**config.mk**
```make
export PLATFORM = sky130hd
export DESIGN_NAME = pipe_stage_buf
export DESIGN_NICKNAME = d
export VERILOG_FILES = /design/src/rtl/pipe_pkg.sv /design/src/rtl/sat_counter.sv /design/src/rtl/pipe_stage_buf.sv
export SDC_FILE = /design/constraint.sdc
export NUM_CORES = 1
export LEC_CHECK = 0
export BUFFER_PORTS_ARGS = -buffer_cell sky130_fd_sc_hd__buf_2
export CORE_ASPECT_RATIO = 0.75
export CORE_UTILIZATION = 30
export CTS_CLUSTER_SIZE = 24
export DETAILED_ROUTE_END_ITERATION = 8
export HOLD_SLACK_MARGIN = 0.05
export PLACE_DENSITY = 0.53
export SETUP_SLACK_MARGIN = 0.05
export SLEW_MARGIN = 10
export SYNTH_ARGS = -nofsm -noshare
export SYNTH_HDL_FRONTEND = slang
export SYNTH_SLANG_ARGS = --single-unit
```
**constraint.sdc**
```tcl
create_clock -name clk -period 2.5 [get_ports clk]
set_input_delay 0.5 -clock clk [delete_from_list [all_inputs] [get_ports clk]]
set_output_delay 0.5 -clock clk [all_outputs]
set_load 0.02 [all_outputs]
```
**src/rtl/pipe_pkg.sv**
```systemverilog
// Shared definitions for the inter-stage skid buffers: occupancy state
// encoding and the packed entry width helper.
package pipe_pkg;

  localparam int unsigned DEF_DATA_W = 16;
  localparam int unsigned DEF_REG_W  = 4;

  // Occupancy of the 2-entry buffer: nothing held, head only, head + skid.
  typedef enum logic [1:0] {
    ST_EMPTY = 2'd0,
    ST_ONE   = 2'd1,
    ST_FULL  = 2'd2
  } buf_state_t;

  // Packed entry layout is {data, write, wr, mem_reg}.
  function automatic int unsigned entry_w(input int unsigned data_w,
                                          input int unsigned reg_w);
    return data_w + reg_w + 2;
  endfunction

  localparam int unsigned DEF_ENTRY_W = DEF_DATA_W + DEF_REG_W + 2;

endpackage

```
**src/rtl/sat_counter.sv**
```systemverilog
// Saturating up-counter with synchronous active-low clear. Holds at
// all-ones instead of wrapping, so long stalls never read back as short.
module sat_counter #(
  parameter int unsigned WIDTH = 8
) (
  input  logic             i_clk,
  input  logic             i_clr_n,
  input  logic             i_inc,
  output logic [WIDTH-1:0] o_count
);

  logic [WIDTH-1:0] r_count;

  // Count enabled cycles, stop at the maximum value.
  always_ff @(posedge i_clk) begin
    if (!i_clr_n) begin
      r_count <= '0;
    end else if (i_inc && (r_count != '1)) begin
      r_count <= r_count + 1'b1;
    end
  end

  assign o_count = r_count;

endmodule

```
**src/rtl/pipe_stage_buf.sv**
```systemverilog
// Pipeline stage boundary buffer: 2-entry skid buffer carrying data plus
// write-back sideband with valid/ready handshake, branch flush and a
// saturating stall counter.
module pipe_stage_buf
  import pipe_pkg::*;
#(
  parameter int unsigned DATA_W       = 16,
  parameter int unsigned REG_W        = 4,
  parameter logic        FLUSH_MEMREG = 1'b1,
  parameter int unsigned STALL_CNT_W  = 8
) (
  input  logic                   clk,
  input  logic                   rst,
  input  logic                   branch,
  input  logic                   in_valid,
  output logic                   in_ready,
  input  logic [DATA_W-1:0]      in_data,
  input  logic                   in_write,
  input  logic [REG_W-1:0]       in_wr,
  input  logic                   in_mem_reg,
  output logic                   out_valid,
  input  logic                   out_ready,
  output logic [DATA_W-1:0]      out_data,
  output logic                   out_write,
  output logic [REG_W-1:0]       out_wr,
  output logic                   out_mem_reg,
  output logic [STALL_CNT_W-1:0] stall_cnt
);

  localparam int unsigned ENTRY_W = entry_w(DATA_W, REG_W);
  localparam logic [ENTRY_W-1:0] BUBBLE = {{(ENTRY_W-1){1'b0}}, FLUSH_MEMREG};

  buf_state_t         r_state;
  buf_state_t         w_state_nxt;
  logic [ENTRY_W-1:0] r_head;
  logic [ENTRY_W-1:0] r_skid;
  logic [ENTRY_W-1:0] w_head_nxt;
  logic [ENTRY_W-1:0] w_skid_nxt;
  logic [ENTRY_W-1:0] w_in_entry;
  logic [ENTRY_W-1:0] w_out_entry;
  logic               r_in_ready;
  logic               w_out_valid;
  logic               w_accept;
  logic               w_consume;
  logic               w_stall_inc;

  assign w_in_entry  = {in_data, in_write, in_wr, in_mem_reg};
  assign w_out_valid = (r_state != ST_EMPTY);
  assign w_accept    = in_valid && r_in_ready;
  assign w_consume   = w_out_valid && out_ready;

  // Next occupancy and storage contents from the handshake and flush.
  always_comb begin
    w_state_nxt = r_state;
    w_head_nxt  = r_head;
    w_skid_nxt  = r_skid;
    if (branch) begin
      w_state_nxt = ST_EMPTY;
      w_head_nxt  = BUBBLE;
      w_skid_nxt  = BUBBLE;
    end else begin
      unique case (r_state)
        ST_EMPTY: begin
          if (w_accept) begin
            w_state_nxt = ST_ONE;
            w_head_nxt  = w_in_entry;
          end
        end
        ST_ONE: begin
          if (w_accept && !w_consume) begin
            w_state_nxt = ST_FULL;
            w_skid_nxt  = w_in_entry;
          end else if (w_accept && w_consume) begin
            w_head_nxt  = w_in_entry;
          end else if (w_consume) begin
            w_state_nxt = ST_EMPTY;
            w_head_nxt  = BUBBLE;
          end
        end
        ST_FULL: begin
          if (w_consume) begin
            w_state_nxt = ST_ONE;
            w_head_nxt  = r_skid;
            w_skid_nxt  = BUBBLE;
          end
        end
        default: begin
          w_state_nxt = ST_EMPTY;
          w_head_nxt  = BUBBLE;
          w_skid_nxt  = BUBBLE;
        end
      endcase
    end
  end

  // State and storage registers; in_ready is registered from the next state
  // so it never depends combinationally on out_ready.
  always_ff @(posedge clk) begin
    if (!rst) begin
      r_state    <= ST_EMPTY;
      r_head     <= BUBBLE;
      r_skid     <= BUBBLE;
      r_in_ready <= 1'b1;
    end else begin
      r_state    <= w_state_nxt;
      r_head     <= w_head_nxt;
      r_skid     <= w_skid_nxt;
      r_in_ready <= (w_state_nxt != ST_FULL);
    end
  end

  assign w_out_entry = w_out_valid ? r_head : BUBBLE;
  assign {out_data, out_write, out_wr, out_mem_reg} = w_out_entry;
  assign out_valid   = w_out_valid;
  assign in_ready    = r_in_ready;

  assign w_stall_inc = w_out_valid && !out_ready && !branch;

  sat_counter #(
    .WIDTH (STALL_CNT_W)
  ) u_stall_cnt (
    .i_clk   (clk),
    .i_clr_n (rst),
    .i_inc   (w_stall_inc),
    .o_count (stall_cnt)
  );

endmodule

```
After elaboration in Yosys (flattened, before gate mapping)

Index checks and enable logic that the tools add are counted.
W data, S select, Z words.

Flip-flop bits (word level): 55

Multiplexer cells: 16
Equal/unequal tests: 9
Bitwise gates (word level): 2
Reductions and logical operators: 15
Add/sub/neg operators: 1

Operators with widths:

| kind                  | number |
|---|---|
| $mux W22              | 7 |
| $pmux W22 S3          | 2 |
| $mux W2               | 6 |
| $ne A2 B2 Y1 const B  | 5 |
| $add A8 B1 Y8 const B | 1 |
| $ne A8 B8 Y1 const B  | 1 |
| $logic_and A1 B1 Y1   | 7 |
| $pmux W2 S3           | 1 |
| $reduce_and A4 Y1     | 1 |
| $logic_not A1 Y1      | 3 |
| $ne A3 B3 Y1 const B  | 1 |
| $reduce_and A3 Y1     | 1 |
| $eq A2 B1 Y1 const B  | 1 |
| $eq A2 B2 Y1 const B  | 1 |
| $logic_not A2 Y1      | 1 |
| $not A1 Y1            | 2 |
| $reduce_bool A2 Y1    | 1 |
| $reduce_or A2 Y1      | 1 |

Logic depth before layout (Yosys ltp)

Word-level depth: 8
Gate-level depth with buffers: 7
Mapped depth without buffers: 5

Hierarchy

Synthesis repeated with hierarchy kept, for this count alone.

Cell total of the unflattened synthesis: 320
Area, all modules: 3041.7 um^2

Modules (own cells, without submodules):

| module         | times used | cells each | area each (um^2) |
|---|---|---|---|
| pipe_stage_buf | 1          | 273        | 2637.5 |
| sat_counter    | 1          | 47         | 404.1 |

Least setup slack after synthesis

OpenSTA, ideal clock, no wires.

Path type: register -> output
From: register r_state[0]
To: output port out_data[10]
Setup slack: 0.758 ns
Arrival time: 1.242 ns
Cell stages (with the launch flop): 6
Path buffers: 2
Required time: 2.000 ns
Cells stage by stage: dfxtp_1 buf_4 nor2_1 inv_1 clkbuf_1 and2_1

Word-level cells in the longest chain between the ends: 2

RTL lines:

| item                   | RTL line              | text |
|---|---|---|
| from (decl)            | pipe_stage_buf.sv:33  | `buf_state_t r_state;` |
| from (signal assigned) | pipe_stage_buf.sv:105 | `r_state <= w_state_nxt;` |
| $reduce_bool A2 Y1     | pipe_stage_buf.sv:48  | `assign w_out_valid = (r_state != ST_EMPTY);` |
| named net out_valid    | pipe_stage_buf.sv:21  | `output logic out_valid,` |
| $mux W22               | pipe_stage_buf.sv:112 | `assign w_out_entry = w_out_valid ? r_head : BUBBLE;` |
| to (decl)              | pipe_stage_buf.sv:23  | `output logic [DATA_W-1:0] out_data,` |

The timed path passes the listed nets, and every way through them passes these cells.

Worst setup path after layout

From: register r_state[1]
To: output port out_data[2]

Word-level cells in the longest chain between the ends: 2

RTL lines:

| item               | RTL line |
|---|---|
| $reduce_bool A2 Y1 | pipe_stage_buf.sv:48 |
| $mux W22           | pipe_stage_buf.sv:112 |

No other way between the ends.

==> results.tsv <==
metric	value	unit
slew_headroom	0.518	
status	completed	
async_reset_ff_frac	0	
minimum_clock_period_after_layout	2120	ps
antenna-diode-count	0	
fmax	471	MHz
clkLatencyLatePin	290	ps
layout_worst_path_cycle_share	0.848	
globalRoute.totalOverflow	0	
yosysSeqAreaShare	0.432	
number_of_hold_violations_in_the_final_report	0	
die_h	81.8	um
ir_worst_vdd	284	uV
synthTopCellsByArea	sky130_fd_sc_hd__dfxtp_1, sky130_fd_sc_hd__and2_1, sky130_fd_sc_hd__mux2i_1, sky130_fd_sc_hd__o2bb2ai_2, sky130_fd_sc_hd__nor2_1	
hold_path_class	primary input to flop	
synth_commonest_cells	sky130_fd_sc_hd__dfxtp_1, sky130_fd_sc_hd__and2_1, sky130_fd_sc_hd__nor2_1	
drcViolationCount	0	
die_area	8880	um2
clock-root-buffer	sky130_fd_sc_hd__clkbuf_16	
yosys_warnings	0	
critical_path_startpoint	r_state[1]	
die_x	108	um
avgRoutedWirePerCell	14.0	um
maxCapViolCount	0	
rrSetupSlack	730	ps
crit_required	2000	ps
worstPathMaxFanout	20	
antenna_found_initial	0	
multi_input_area	1310	um2
synth-edff-count	0	
synth-main-ff-cell	sky130_fd_sc_hd__dfxtp_1	
num-fill-cells	835	
count_of_routing_violations_after_the_opening_detailed_route_iteration	116	
ys_ff_latch	55	
place_ws	336	ps
worstPathArrival	1620	ps
initial_utilization	0.316	
timing.setup.tns	0	ps
fin_skew	10.4	ps
clock_path_buffers	2	
clkTransAtPathRegs	70	ps
fin_nets	351	
synth.most_common_cell	sky130_fd_sc_hd__dfxtp_1	
dr_vias	2089	
grt_pass1_wl	9.85	mm
syn2layout_area_growth	21.0	%
setup.worst_path.end_class	output port	
wl	6.00	mm
setup_ws	379	ps
syn_area	2550	um2
hold_path.startpoint	in_data[14]	
via_count_of_the_first_global_routing_pass	1972	
hold-path-cell-count	3	
regToRegStartpoint	r_state[1]	
synth_area_leader_cell	sky130_fd_sc_hd__dfxtp_1	
ctsResizeCount	0	
report.final.setup_viol	0	
worst-setup-path-type	flop to output port	
synth.avg_cell_area	9.55	um2
grt_use_total	0.142	
cts-buffers-inserted	5	
floorplan.io_pins	59	
post_route_cells_drive_above_1_share	0.272	
placementRows	28	
cts.sink_count	55	
ctsHoldBuffers	0	
yosysUniqueCellTypes	35	
grt_max_degree	37	
power-per-cell-area	572	nW/um2
drt-vias-per-instance	4.87	
area.sequential	1100	um2
reg2reg_depth	5	
place_hpwl	4.22	mm
crit_path_start_kind	flop	
lkg_pwr	0.00130	uW
port-buffer-count	58	
ant_nets	0	
maxSlewViolCount	0	
worst_pin_slew	720	ps
floorplan.core_area	8060	um2
cts_tree	done	
htree_num_levels	2	
gp_congestion	0.766	
postCtsSetupBuffers	0	
synthesized_net_count	295	
endpoint_of_the_lowest_slack_register_to_register_path	r_head[10]	
grt_setup_unrepaired	no	
end_of_the_worst_hold_path	r_head[20]	
synth.top_cell.area_share	0.432	
syn_inst	267	
drtPass1Iterations	4	
-- how the worst max path moves through the flow --
stage	cells after the start	endpoint	slack (ps)
after global routing	5	out_write	190
after floorplan	5	out_data[10]	760
after CTS	5	out_write	330
after detailed placement	5	r_head[10]	340
final	5	out_data[2]	380
after global placement	5	r_head[10]	370
-- cells by family (layout without fill, tap and decap cells) --
| family | count (synthesis) | count (layout) | share of synthesized area |
|---|---|---|---|
| simple gates | 106 | 106 | 0.222 |
| fa+ha+maj | 1 | 1 | 0.00491 |
| xor+xnor | 3 | 3 | 0.0103 |
| flops | 55 | 55 | 0.432 |
| compound gates | 53 | 53 | 0.189 |
| buf+inv | 27 | 84 | 0.0550 |
| mux | 22 | 22 | 0.0864 |
-- layout by cell type, fill, tap and decap left out, types with 5 or more instances in the layout --
master	instances
sky130_fd_sc_hd__a21oi_1	7
sky130_fd_sc_hd__inv_1	8
sky130_fd_sc_hd__buf_4	10
sky130_fd_sc_hd__and2_1	42
sky130_fd_sc_hd__nand3_1	5
sky130_fd_sc_hd__nor2_1	38
sky130_fd_sc_hd__a222oi_1	10
sky130_fd_sc_hd__o2bb2ai_2	10
sky130_fd_sc_hd__mux2i_1	22
sky130_fd_sc_hd__clkbuf_16	5
sky130_fd_sc_hd__dfxtp_1	55
sky130_fd_sc_hd__a22oi_1	11
sky130_fd_sc_hd__buf_2	58
-- where the power goes --
group          switching (uW)  leakage (uW)  internal (uW)  total (uW)
clock                     316     0.0000675            376         692
sequential               11.0      0.000445            891         902
combinational            99.1      0.000788           70.4         170
-- flip-flops by register name, summed over array words and instances (netlist names) --
name	flops
in_ready	1
r_head	22
r_skid	22
r_state	2
u_stall_cnt.o_count	8
-- critical path, stage by stage (launching register included) --
cell and delay [ps]:
sky130_fd_sc_hd__dfxtp_1 480, sky130_fd_sc_hd__nor2_1 110, sky130_fd_sc_hd__inv_1 170, sky130_fd_sc_hd__buf_4 250, sky130_fd_sc_hd__and2_1 160, sky130_fd_sc_hd__buf_2 160
-- per-stage QoR --
stage / instances / hold slack, ps / cell area [um2] / utilization / total power (uW)
3_5_place_dp: 421 / 446 / 2940 / 0.364 / 1090
4_1_cts: 429 / 461 / 3080 / 0.382 / 1800
5_1_grt: 429 / 459 / 3080 / 0.383 / 1850
2_1_floorplan: 267 / 424 / 2550 / - / 1030
6_report: 429 / 462 / 3080 / 0.383 / 1760
3_3_place_gp: 421 / 444 / 2940 / 0.364 / 1090
-- final cells by class --
| class | count | area share |
|---|---|---|
| Sequential cell | 55 | 0.357 |
| Timing Repair Buffer | 68 | 0.118 |
| Tap cell | 105 | 0.0426 |
| Multi-Input combinational cell | 185 | 0.425 |
| Clock buffer | 6 | 0.0418 |
| Inverter | 8 | 0.00974 |
| Clock inverter | 2 | 0.00527 |
-- routing by layer --
layer / track usage / part of all wire
met5: 0 / 0
met4: 0.0284 / 0.0067
met3: 0.0294 / 0.045
met2: 0.215 / 0.42
met1: 0.206 / 0.53
No activity file was read; power rests on OpenSTA's default activity.
